`src/rtl/config_ctrl_pkg.sv`:
```
// Shared types, constants and field-width helpers for the leaf configuration controller.
package config_ctrl_pkg;

   typedef enum logic [3:0] {
      ST_OK      = 4'h1,
      ST_CLR     = 4'h2,
      ST_BADPORT = 4'h3,
      ST_RDBK    = 4'h4
   } ack_status_e;

   typedef enum logic {
      ACK_IDLE = 1'b0,
      ACK_PEND = 1'b1
   } ack_state_e;

   // Packet port-field values that address the controller itself
   localparam int PORT_CFG_OUT = 0;
   localparam int PORT_CFG_IN  = 1;
   localparam int PORT_RDBK    = 2;

   localparam int RST_SRC_PORT = 9;
   localparam int RST_DST_PORT = 2;

   function automatic int in_field_w(input int leaf_bits, input int port_bits);
      return leaf_bits + port_bits;
   endfunction

   function automatic int out_field_w(input int leaf_bits, input int port_bits, input int addr_bits);
      return leaf_bits + port_bits + 2 * addr_bits + 3;
   endfunction

   function automatic int out_field_base(input int in_w, input int num_in);
      return in_w * num_in;
   endfunction

endpackage

```
`src/rtl/config_controls_gen_if.sv`:
```
// Configuration packet input and acknowledgement output bus of the leaf controller.
interface config_controls_gen_if #(
   parameter int PACKET_BITS = 97
);
   logic [PACKET_BITS-1:0] configure_in;
   logic                   configure_ready;
   logic [PACKET_BITS-1:0] ack_out;
   logic                   ack_valid;
   logic                   ack_ready;

   modport master (
      output configure_in, ack_ready,
      input  configure_ready, ack_out, ack_valid
   );

   modport slave (
      input  configure_in, ack_ready,
      output configure_ready, ack_out, ack_valid
   );
endinterface

```
`src/rtl/config_ack_slot.sv`:
```
// Single-entry valid/ready holding register for outgoing acknowledgement packets.
module config_ack_slot
   import config_ctrl_pkg::*;
#(
   parameter int PACKET_BITS = 97
) (
   input  logic                   clk,
   input  logic                   reset_n,
   input  logic                   load,
   input  logic [PACKET_BITS-1:0] load_data,
   input  logic                   ack_ready,
   output logic                   ack_valid,
   output logic [PACKET_BITS-1:0] ack_out
);

   ack_state_e             state_reg, state_next;
   logic [PACKET_BITS-1:0] data_reg, data_next;

   always_ff @(posedge clk or negedge reset_n) begin
      if (!reset_n) begin
         state_reg <= ACK_IDLE;
         data_reg  <= '0;
      end else begin
         state_reg <= state_next;
         data_reg  <= data_next;
      end
   end

   // load is only possible while the slot is empty or draining this cycle
   always_comb begin
      state_next = state_reg;
      data_next  = data_reg;
      case (state_reg)
         ACK_IDLE: begin
            if (load) begin
               state_next = ACK_PEND;
               data_next  = load_data;
            end
         end
         ACK_PEND: begin
            if (load) begin
               data_next = load_data;
            end else if (ack_ready) begin
               state_next = ACK_IDLE;
            end
         end
         default: state_next = ACK_IDLE;
      endcase
   end

   assign ack_valid = (state_reg == ACK_PEND);
   assign ack_out   = data_reg;

endmodule

```
`src/rtl/config_controls_gen.sv`:
```
// Leaf configuration controller: decodes config packets into per-port control fields and acks.
// Define CFG_READBACK_EN to answer port-2 packets with the current register contents.
module config_controls_gen
   import config_ctrl_pkg::*;
#(
   parameter int PACKET_BITS   = 97,
   parameter int NUM_LEAF_BITS = 6,
   parameter int NUM_PORT_BITS = 4,
   parameter int NUM_ADDR_BITS = 7,
   parameter int PAYLOAD_BITS  = 64,
   parameter int NUM_IN_PORTS  = 7,
   parameter int NUM_OUT_PORTS = 7,
   parameter int IN_PORT_BASE  = 2,
   parameter int OUT_PORT_BASE = 9,
   parameter int ACK_LEAF      = 0,
   parameter int ACK_PORT      = 1,
   localparam int IN_W     = in_field_w(NUM_LEAF_BITS, NUM_PORT_BITS),
   localparam int OUT_W    = out_field_w(NUM_LEAF_BITS, NUM_PORT_BITS, NUM_ADDR_BITS),
   localparam int OUT_BASE = out_field_base(IN_W, NUM_IN_PORTS),
   localparam int CTRL_W   = OUT_BASE + OUT_W * NUM_OUT_PORTS
) (
   input  logic                     clk,
   input  logic                     reset_n,
   config_controls_gen_if.slave     cfg,
   output logic [CTRL_W-1:0]        control_reg,
   output logic [NUM_IN_PORTS-1:0]  in_configured,
   output logic [NUM_OUT_PORTS-1:0] out_configured,
   output logic                     all_configured
);

   localparam int RB_W     = NUM_LEAF_BITS + NUM_PORT_BITS + 2 * NUM_ADDR_BITS;
   localparam int FLD_W    = NUM_PORT_BITS + RB_W;
   localparam int PORT_MSB = PACKET_BITS - 2 - NUM_LEAF_BITS;

   logic                     pkt_vld, accept, is_cfg_out, is_cfg_in, soft_clr;
   logic [NUM_PORT_BITS-1:0] pkt_port, self_port, fld_port;
   logic [NUM_LEAF_BITS-1:0] fld_leaf;
   logic [NUM_ADDR_BITS-1:0] fld_addr, fld_free;
   logic [PAYLOAD_BITS-1:0]  payload;
   logic [31:0]              self_idx, port_idx;
   logic                     unused_pkt;

   logic [NUM_IN_PORTS-1:0]  in_match, in_sel, in_cfg_reg;
   logic [NUM_OUT_PORTS-1:0] out_match, out_sel, add_match, add_sel;
   logic [NUM_OUT_PORTS-1:0] out_cfg_reg, upd_en_reg, add_free_reg;

   logic [NUM_LEAF_BITS-1:0] src_leaf_reg  [NUM_IN_PORTS];
   logic [NUM_PORT_BITS-1:0] src_port_reg  [NUM_IN_PORTS];
   logic [NUM_LEAF_BITS-1:0] dst_leaf_reg  [NUM_OUT_PORTS];
   logic [NUM_PORT_BITS-1:0] dst_port_reg  [NUM_OUT_PORTS];
   logic [NUM_ADDR_BITS-1:0] bram_addr_reg [NUM_OUT_PORTS];
   logic [NUM_ADDR_BITS-1:0] freespace_reg [NUM_OUT_PORTS];

   ack_status_e              ack_status;
   logic                     ack_gen;
   logic [RB_W-1:0]          rb_fields;
   logic [PACKET_BITS-1:0]   ack_pkt;

   assign unused_pkt = ^cfg.configure_in;
   assign pkt_vld    = cfg.configure_in[PACKET_BITS-1];
   assign pkt_port   = cfg.configure_in[PORT_MSB -: NUM_PORT_BITS];
   assign payload    = cfg.configure_in[PAYLOAD_BITS-1:0];
   assign {self_port, fld_leaf, fld_port, fld_addr, fld_free} = payload[PAYLOAD_BITS-1 -: FLD_W];
   assign self_idx   = 32'(self_port);
   assign port_idx   = 32'(pkt_port);

   assign cfg.configure_ready = !cfg.ack_valid || cfg.ack_ready;
   assign accept     = pkt_vld && cfg.configure_ready;
   assign is_cfg_out = accept && (port_idx == PORT_CFG_OUT);
   assign is_cfg_in  = accept && (port_idx == PORT_CFG_IN);
   assign soft_clr   = is_cfg_out && (self_idx == 0);

   for (genvar gi = 0; gi < NUM_IN_PORTS; gi++) begin : g_in
      assign in_match[gi] = (self_idx == 32'(IN_PORT_BASE + gi));
      assign in_sel[gi]   = is_cfg_in && in_match[gi];
      assign control_reg[IN_W*gi +: IN_W] = {src_leaf_reg[gi], src_port_reg[gi]};
   end

   for (genvar gi = 0; gi < NUM_OUT_PORTS; gi++) begin : g_out
      assign out_match[gi] = (self_idx == 32'(OUT_PORT_BASE + gi));
      assign out_sel[gi]   = is_cfg_out && out_match[gi];
      // Credit returns are addressed by packet port rather than by payload self_port
      assign add_match[gi] = (port_idx == 32'(OUT_PORT_BASE + gi));
      assign add_sel[gi]   = accept && add_match[gi];
      assign control_reg[OUT_BASE + OUT_W*gi +: OUT_W] =
         {upd_en_reg[gi], upd_en_reg[gi], add_free_reg[gi], dst_leaf_reg[gi],
          dst_port_reg[gi], bram_addr_reg[gi], freespace_reg[gi]};
   end

   always_ff @(posedge clk or negedge reset_n) begin
      if (!reset_n) begin
         for (int k = 0; k < NUM_IN_PORTS; k++) begin
            src_leaf_reg[k] <= '0;
            src_port_reg[k] <= NUM_PORT_BITS'(RST_SRC_PORT);
         end
         in_cfg_reg <= '0;
      end else if (soft_clr) begin
         for (int k = 0; k < NUM_IN_PORTS; k++) begin
            src_leaf_reg[k] <= '0;
            src_port_reg[k] <= NUM_PORT_BITS'(RST_SRC_PORT);
         end
         in_cfg_reg <= '0;
      end else begin
         for (int k = 0; k < NUM_IN_PORTS; k++) begin
            if (in_sel[k]) begin
               src_leaf_reg[k] <= fld_leaf;
               src_port_reg[k] <= fld_port;
            end
         end
         in_cfg_reg <= in_cfg_reg | in_sel;
      end
   end

   always_ff @(posedge clk or negedge reset_n) begin
      if (!reset_n) begin
         for (int k = 0; k < NUM_OUT_PORTS; k++) begin
            dst_leaf_reg[k]  <= '0;
            dst_port_reg[k]  <= NUM_PORT_BITS'(RST_DST_PORT);
            bram_addr_reg[k] <= '0;
            freespace_reg[k] <= '1;
         end
         out_cfg_reg  <= '0;
         upd_en_reg   <= '0;
         add_free_reg <= '0;
      end else if (soft_clr) begin
         for (int k = 0; k < NUM_OUT_PORTS; k++) begin
            dst_leaf_reg[k]  <= '0;
            dst_port_reg[k]  <= NUM_PORT_BITS'(RST_DST_PORT);
            bram_addr_reg[k] <= '0;
            freespace_reg[k] <= '1;
         end
         out_cfg_reg  <= '0;
         upd_en_reg   <= '0;
         add_free_reg <= '0;
      end else begin
         for (int k = 0; k < NUM_OUT_PORTS; k++) begin
            if (out_sel[k]) begin
               dst_leaf_reg[k]  <= fld_leaf;
               dst_port_reg[k]  <= fld_port;
               bram_addr_reg[k] <= fld_addr;
               freespace_reg[k] <= fld_free;
            end
         end
         out_cfg_reg  <= out_cfg_reg | out_sel;
         // Pulses are one-cycle strobes; repeated writes keep them asserted
         upd_en_reg   <= out_sel;
         add_free_reg <= add_sel & {NUM_OUT_PORTS{payload[0]}};
      end
   end

   always_comb begin
      ack_gen    = 1'b0;
      ack_status = ST_OK;
      rb_fields  = '0;
      if (is_cfg_out || is_cfg_in) begin
         ack_gen = 1'b1;
         if (soft_clr)
            ack_status = ST_CLR;
         else if ((is_cfg_out && |out_match) || (is_cfg_in && |in_match))
            ack_status = ST_OK;
         else
            ack_status = ST_BADPORT;
      end
`ifdef CFG_READBACK_EN
      else if (accept && (port_idx == PORT_RDBK) && (|in_match || |out_match)) begin
         ack_gen    = 1'b1;
         ack_status = ST_RDBK;
         for (int k = 0; k < NUM_IN_PORTS; k++) begin
            if (in_match[k])
               rb_fields = {src_leaf_reg[k], src_port_reg[k], {(2*NUM_ADDR_BITS){1'b0}}};
         end
         for (int k = 0; k < NUM_OUT_PORTS; k++) begin
            if (out_match[k])
               rb_fields = {dst_leaf_reg[k], dst_port_reg[k], bram_addr_reg[k], freespace_reg[k]};
         end
      end
`endif
   end

   always_comb begin
      ack_pkt                                      = '0;
      ack_pkt[PACKET_BITS-1]                       = 1'b1;
      ack_pkt[PACKET_BITS-2 -: NUM_LEAF_BITS]      = NUM_LEAF_BITS'(ACK_LEAF);
      ack_pkt[PORT_MSB -: NUM_PORT_BITS]           = NUM_PORT_BITS'(ACK_PORT);
      ack_pkt[PAYLOAD_BITS-1 -: NUM_PORT_BITS+4+RB_W] = {self_port, ack_status, rb_fields};
   end

   config_ack_slot #(
      .PACKET_BITS (PACKET_BITS)
   ) u_ack_slot (
      .clk       (clk),
      .reset_n   (reset_n),
      .load      (ack_gen),
      .load_data (ack_pkt),
      .ack_ready (cfg.ack_ready),
      .ack_valid (cfg.ack_valid),
      .ack_out   (cfg.ack_out)
   );

   assign in_configured  = in_cfg_reg;
   assign out_configured = out_cfg_reg;
   assign all_configured = (&in_cfg_reg) && (&out_cfg_reg);

endmodule

```
`src/flat_wrapper.sv`:
```
// flat-port wrapper written by rule: the top's interface ports become plain ports
module config_controls_gen_flat import config_ctrl_pkg::*;
#(
   parameter int PACKET_BITS   = 97,
   parameter int NUM_LEAF_BITS = 6,
   parameter int NUM_PORT_BITS = 4,
   parameter int NUM_ADDR_BITS = 7,
   parameter int PAYLOAD_BITS  = 64,
   parameter int NUM_IN_PORTS  = 7,
   parameter int NUM_OUT_PORTS = 7,
   parameter int IN_PORT_BASE  = 2,
   parameter int OUT_PORT_BASE = 9,
   parameter int ACK_LEAF      = 0,
   parameter int ACK_PORT      = 1,
   localparam int IN_W     = in_field_w(NUM_LEAF_BITS, NUM_PORT_BITS),
   localparam int OUT_W    = out_field_w(NUM_LEAF_BITS, NUM_PORT_BITS, NUM_ADDR_BITS),
   localparam int OUT_BASE = out_field_base(IN_W, NUM_IN_PORTS),
   localparam int CTRL_W   = OUT_BASE + OUT_W * NUM_OUT_PORTS
)
  (clk, reset_n, control_reg, in_configured, out_configured, all_configured, cfg_configure_in, cfg_ack_ready, cfg_configure_ready, cfg_ack_out, cfg_ack_valid);
  config_controls_gen_if #(.PACKET_BITS(PACKET_BITS)) cfg_i ();
  input  logic clk;
  input  logic reset_n;
  output logic [CTRL_W-1:0] control_reg;
  output logic [NUM_IN_PORTS-1:0] in_configured;
  output logic [NUM_OUT_PORTS-1:0] out_configured;
  output logic all_configured;
  input wire logic [$bits(cfg_i.configure_in)-1:0] cfg_configure_in;
  input wire logic [$bits(cfg_i.ack_ready)-1:0] cfg_ack_ready;
  output wire logic [$bits(cfg_i.configure_ready)-1:0] cfg_configure_ready;
  output wire logic [$bits(cfg_i.ack_out)-1:0] cfg_ack_out;
  output wire logic [$bits(cfg_i.ack_valid)-1:0] cfg_ack_valid;
  assign cfg_i.configure_in = cfg_configure_in;
  assign cfg_i.ack_ready = cfg_ack_ready;
  assign cfg_configure_ready = cfg_i.configure_ready;
  assign cfg_ack_out = cfg_i.ack_out;
  assign cfg_ack_valid = cfg_i.ack_valid;
  config_controls_gen #(.PACKET_BITS(PACKET_BITS), .NUM_LEAF_BITS(NUM_LEAF_BITS), .NUM_PORT_BITS(NUM_PORT_BITS), .NUM_ADDR_BITS(NUM_ADDR_BITS), .PAYLOAD_BITS(PAYLOAD_BITS), .NUM_IN_PORTS(NUM_IN_PORTS), .NUM_OUT_PORTS(NUM_OUT_PORTS), .IN_PORT_BASE(IN_PORT_BASE), .OUT_PORT_BASE(OUT_PORT_BASE), .ACK_LEAF(ACK_LEAF), .ACK_PORT(ACK_PORT)) u_core (.clk(clk), .reset_n(reset_n), .cfg(cfg_i), .control_reg(control_reg), .in_configured(in_configured), .out_configured(out_configured), .all_configured(all_configured));
endmodule
```
`config.mk`:
```
export PLATFORM = sky130hd
export DESIGN_NAME = config_controls_gen_flat
export DESIGN_NICKNAME = d
export VERILOG_FILES = /design/src/rtl/config_ctrl_pkg.sv /design/src/rtl/config_controls_gen_if.sv /design/src/rtl/config_ack_slot.sv /design/src/rtl/config_controls_gen.sv /design/src/flat_wrapper.sv
export SDC_FILE = /design/constraint.sdc
export NUM_CORES = 1
export LEC_CHECK = 0
export ABC_AREA = 1
export CORE_AREA = 2 2 182 184
export CTS_CLUSTER_SIZE = 25
export DETAILED_ROUTE_END_ITERATION = 16
export DIE_AREA = 0 0 184 186
export GPL_TIMING_DRIVEN = 0
export PLACE_DENSITY_LB_ADDON = 0.05
export RECOVER_POWER = 50
export SLEW_MARGIN = 5
export SYNTH_ARGS = -nofsm -noshare
export SYNTH_HDL_FRONTEND = slang
export SYNTH_SLANG_ARGS = --single-unit
```
`constraint.sdc`:
```
create_clock -name clk -period 1.6 [get_ports clk]
set_input_delay 0.24 -clock clk [delete_from_list [all_inputs] [get_ports clk]]
set_output_delay 0.24 -clock clk [all_outputs]
set_load 0.01 [all_outputs]
```
==> metrics.yaml <==
hold_slack_ps: -68.6
design.die.area_um2: 34200
multi_input_area_um2: 4590
final_nets: 1944
crit_fanout: 8
clk_pin_slew_ps: 60
num_vias: 11000
grt_pass1_vias: 10300
r2r-end: "u_core.control_reg[114]$_DFFE_PN0P_"
dp_slack_ps: -881
synth_top_area_cell: "dfrtp_1"
finish.instance_area_um2: 17900
arrival_ps: 2290
cts_buffers: 31
layout_common_cells: "482 x nand2_1, 203 x dfrtp_1, 200 x dlygate4sd2_1, 132 x nand3_1, 119 x buf_4"
synth_async_sr_flop_share: 1.00
r2r_cells: 9
crit_path_frequent_cell: "nand2_1"
syn_area_per_cell_um2: 8.81
port_buffers: 317
synth_edf_count: 0
drtIter0Drc: 769
yosysWarnings: 0
ant_nets: 0
synth_top_flop_cell: "dfrtp_1"
die_width_um: 184
dp_hpwl_mm: 30.9
crit_path_max_incr_delay_ps: 390
rrSetupSlack_ps: -240
area_growth_syn_to_layout_pct: 49.0
powerDensity_nw_per_um2: 944
cp-start-kind: "register"
rsz0062_at_grt: "true"
clock.fmax_mhz: 544
placed_cell_area_um2: 16100
globalplace.congestion: 0.830
grt-ovfl-total: 0
clock_skew_ps: 21.8
drive_above_1_share: 0.265
first_pass_iters: 5
row_count: 66
path_cells: "nand2_1 -> nand2_4 -> nor2_4 -> buf_2 -> buf_12 -> o21ai_4 -> buf_6 -> nand2_2 -> nand2_1"
vias_per_cell: 4.82
die_height_um: 186
synth_area_um2: 12000
layout_commonest_cell: "nand2_1"
setup_violations: 213
clock_latency_ps: 570
antenna_found_initial: 2
status: "finished with violations"
clk_path_buf_depth: 3
synthCells: 1364
end_kind: "register"
cts_num_sinks: 274
cts_tree: "yes"
largest_reg_flops: 238
ys_ff_latch: 274
seq_area_frac_synth: 0.578
worstMarginPinSlew_ps: 1290
routed_wl_mm: 44.8
ys_types: 25
ir_drop_mv: 0.791
synth_area_leaders: "dfrtp_1 42%, nand2_1 17%, dfstp_2 15%"
final.setup.worst_slack_ps: -237
grt_start_max_net_pins: 102
nFillCells: 3021
initial_core_util: 0.373
min_period_over_period: 1.15
ff_latch_area_um2: 6950
core_area_um2: 32200
grt_pass1_wl_mm: 63.9
maxCapViolCount: 0
root_buffer: "clkbuf_16"
hp-class: "in -> async"
final_max_slew_viol_count: 0
hold_violations: 23
violations: "hold timing, setup timing"
path_class: "reg -> reg"
finalCriticalPeriod_ps: 1840
htreeDepth: 1
synth_top_cell_area_share: 0.425
drt-wirelength-per-cell_um: 19.7
pin_count: 473
drc_errors: 0
leakagePower_uw: 0.0101
crit_required_ps: 2050
worstReg2RegStart: "u_core.u_ack_slot.ack_valid$_DFF_PN0_"
slew_headroom: 0.141
grt_use_total: 0.248
cpMaxStageDelayCell: "dfrtp_1"
==> how the worst max path moves through the flow <==
stage,from,end,slack [ps],cells after the start
after floorplan,u_core.u_ack_slot.ack_valid$_DFF_PN0_,u_core.control_reg[25]$_DFFE_PN0P_,70,7
after global placement,reset_n,u_core.control_reg[36]$_DFFE_PN0P_,-12050,1
after detailed placement,cfg_configure_in[62],u_core.control_reg[83]$_DFFE_PN0P_,-880,8
after CTS,u_core.in_configured[2]$_DFF_PN0_,all_configured,-330,5
after global routing,u_core.in_configured[3]$_DFF_PN0_,all_configured,-300,5
final,u_core.u_ack_slot.ack_valid$_DFF_PN0_,u_core.control_reg[114]$_DFFE_PN0P_,-240,9
==> synthesized netlist by cell type, types with 11 or more instances <==
master and number:
dfrtp_1 204, clkbuf_1 28, nand3_1 136, buf_4 98, inv_1 47, buf_6 11, dfstp_2 70, nor2_1 44
a21oi_1 11, buf_2 33, nand2_1 559, nand4_1 89
==> metrics by stage <==
step                      cells   util  TNS [ps]  hold slack (ps)  power (µW)
after global placement     2177  0.498  -3196950              455       10300
after global routing       2277  0.556    -57490             55.4       17500
after CTS                  2253  0.537      -405             -312       17000
after detailed placement   2179  0.499   -184610              292       10300
after floorplan            1452      -         0            -55.6        8820
final                      2278  0.556    -24170            -68.6       16900
==> per-layer routing <==
| metal | global-route usage | part of all wire | wire length (µm) |
|---|---|---|---|
| met1 | 0.321 | 0.41 | 18200 |
| met2 | 0.423 | 0.49 | 22100 |
| met3 | 0.0612 | 0.079 | 3530 |
| met4 | 0.0502 | 0.020 | 918 |
| met5 | 0 | 0.00025 | 11 |
==> worst max-delay path: cells and delay by family (launching register included) <==
family / cells / cell delay, ps
AO/OA/AOI/OAI: 1 / 150
buffers and inverters: 3 / 630
AND/OR/NAND/NOR: 5 / 560
flip-flops: 1 / 390
==> repair_timing <==
action,in CTS,in global routing
pin swaps,14,64
endpoints found under the setup margin,538,279
hold endpoints to repair,49,49
setup buffers,13,7
gates resized for setup,500,230
cloned,4,17
==> cell type report <==
| class | count | area share |
|---|---|---|
| diodes | 1 | 0.000140 |
| plain buffers | 171 | 0.0756 |
| clock buffers | 45 | 0.0479 |
| clock inverters | 13 | 0.00587 |
| inverters | 51 | 0.0118 |
| multi-input cells | 957 | 0.257 |
| flip-flops and latches | 274 | 0.388 |
| well taps | 408 | 0.0285 |
| repair buffers | 358 | 0.186 |
==> power by group <==
group          internal [µW]  switching, µW  leakage [µW]  total [µW]
Combinational            942           1350       0.00610        2290
Sequential              7470            258       0.00348        7730
Clock                   3890           2980      0.000473        6870
==> cells by family after synthesis <==
kind of cell           synth area share
AND/OR/NAND/NOR                   0.300
flip-flops                        0.578
buffers and inverters             0.111
AO/OA/AOI/OAI                    0.0105
other                          0.000312
No activity file was read; power rests on OpenSTA's default activity.
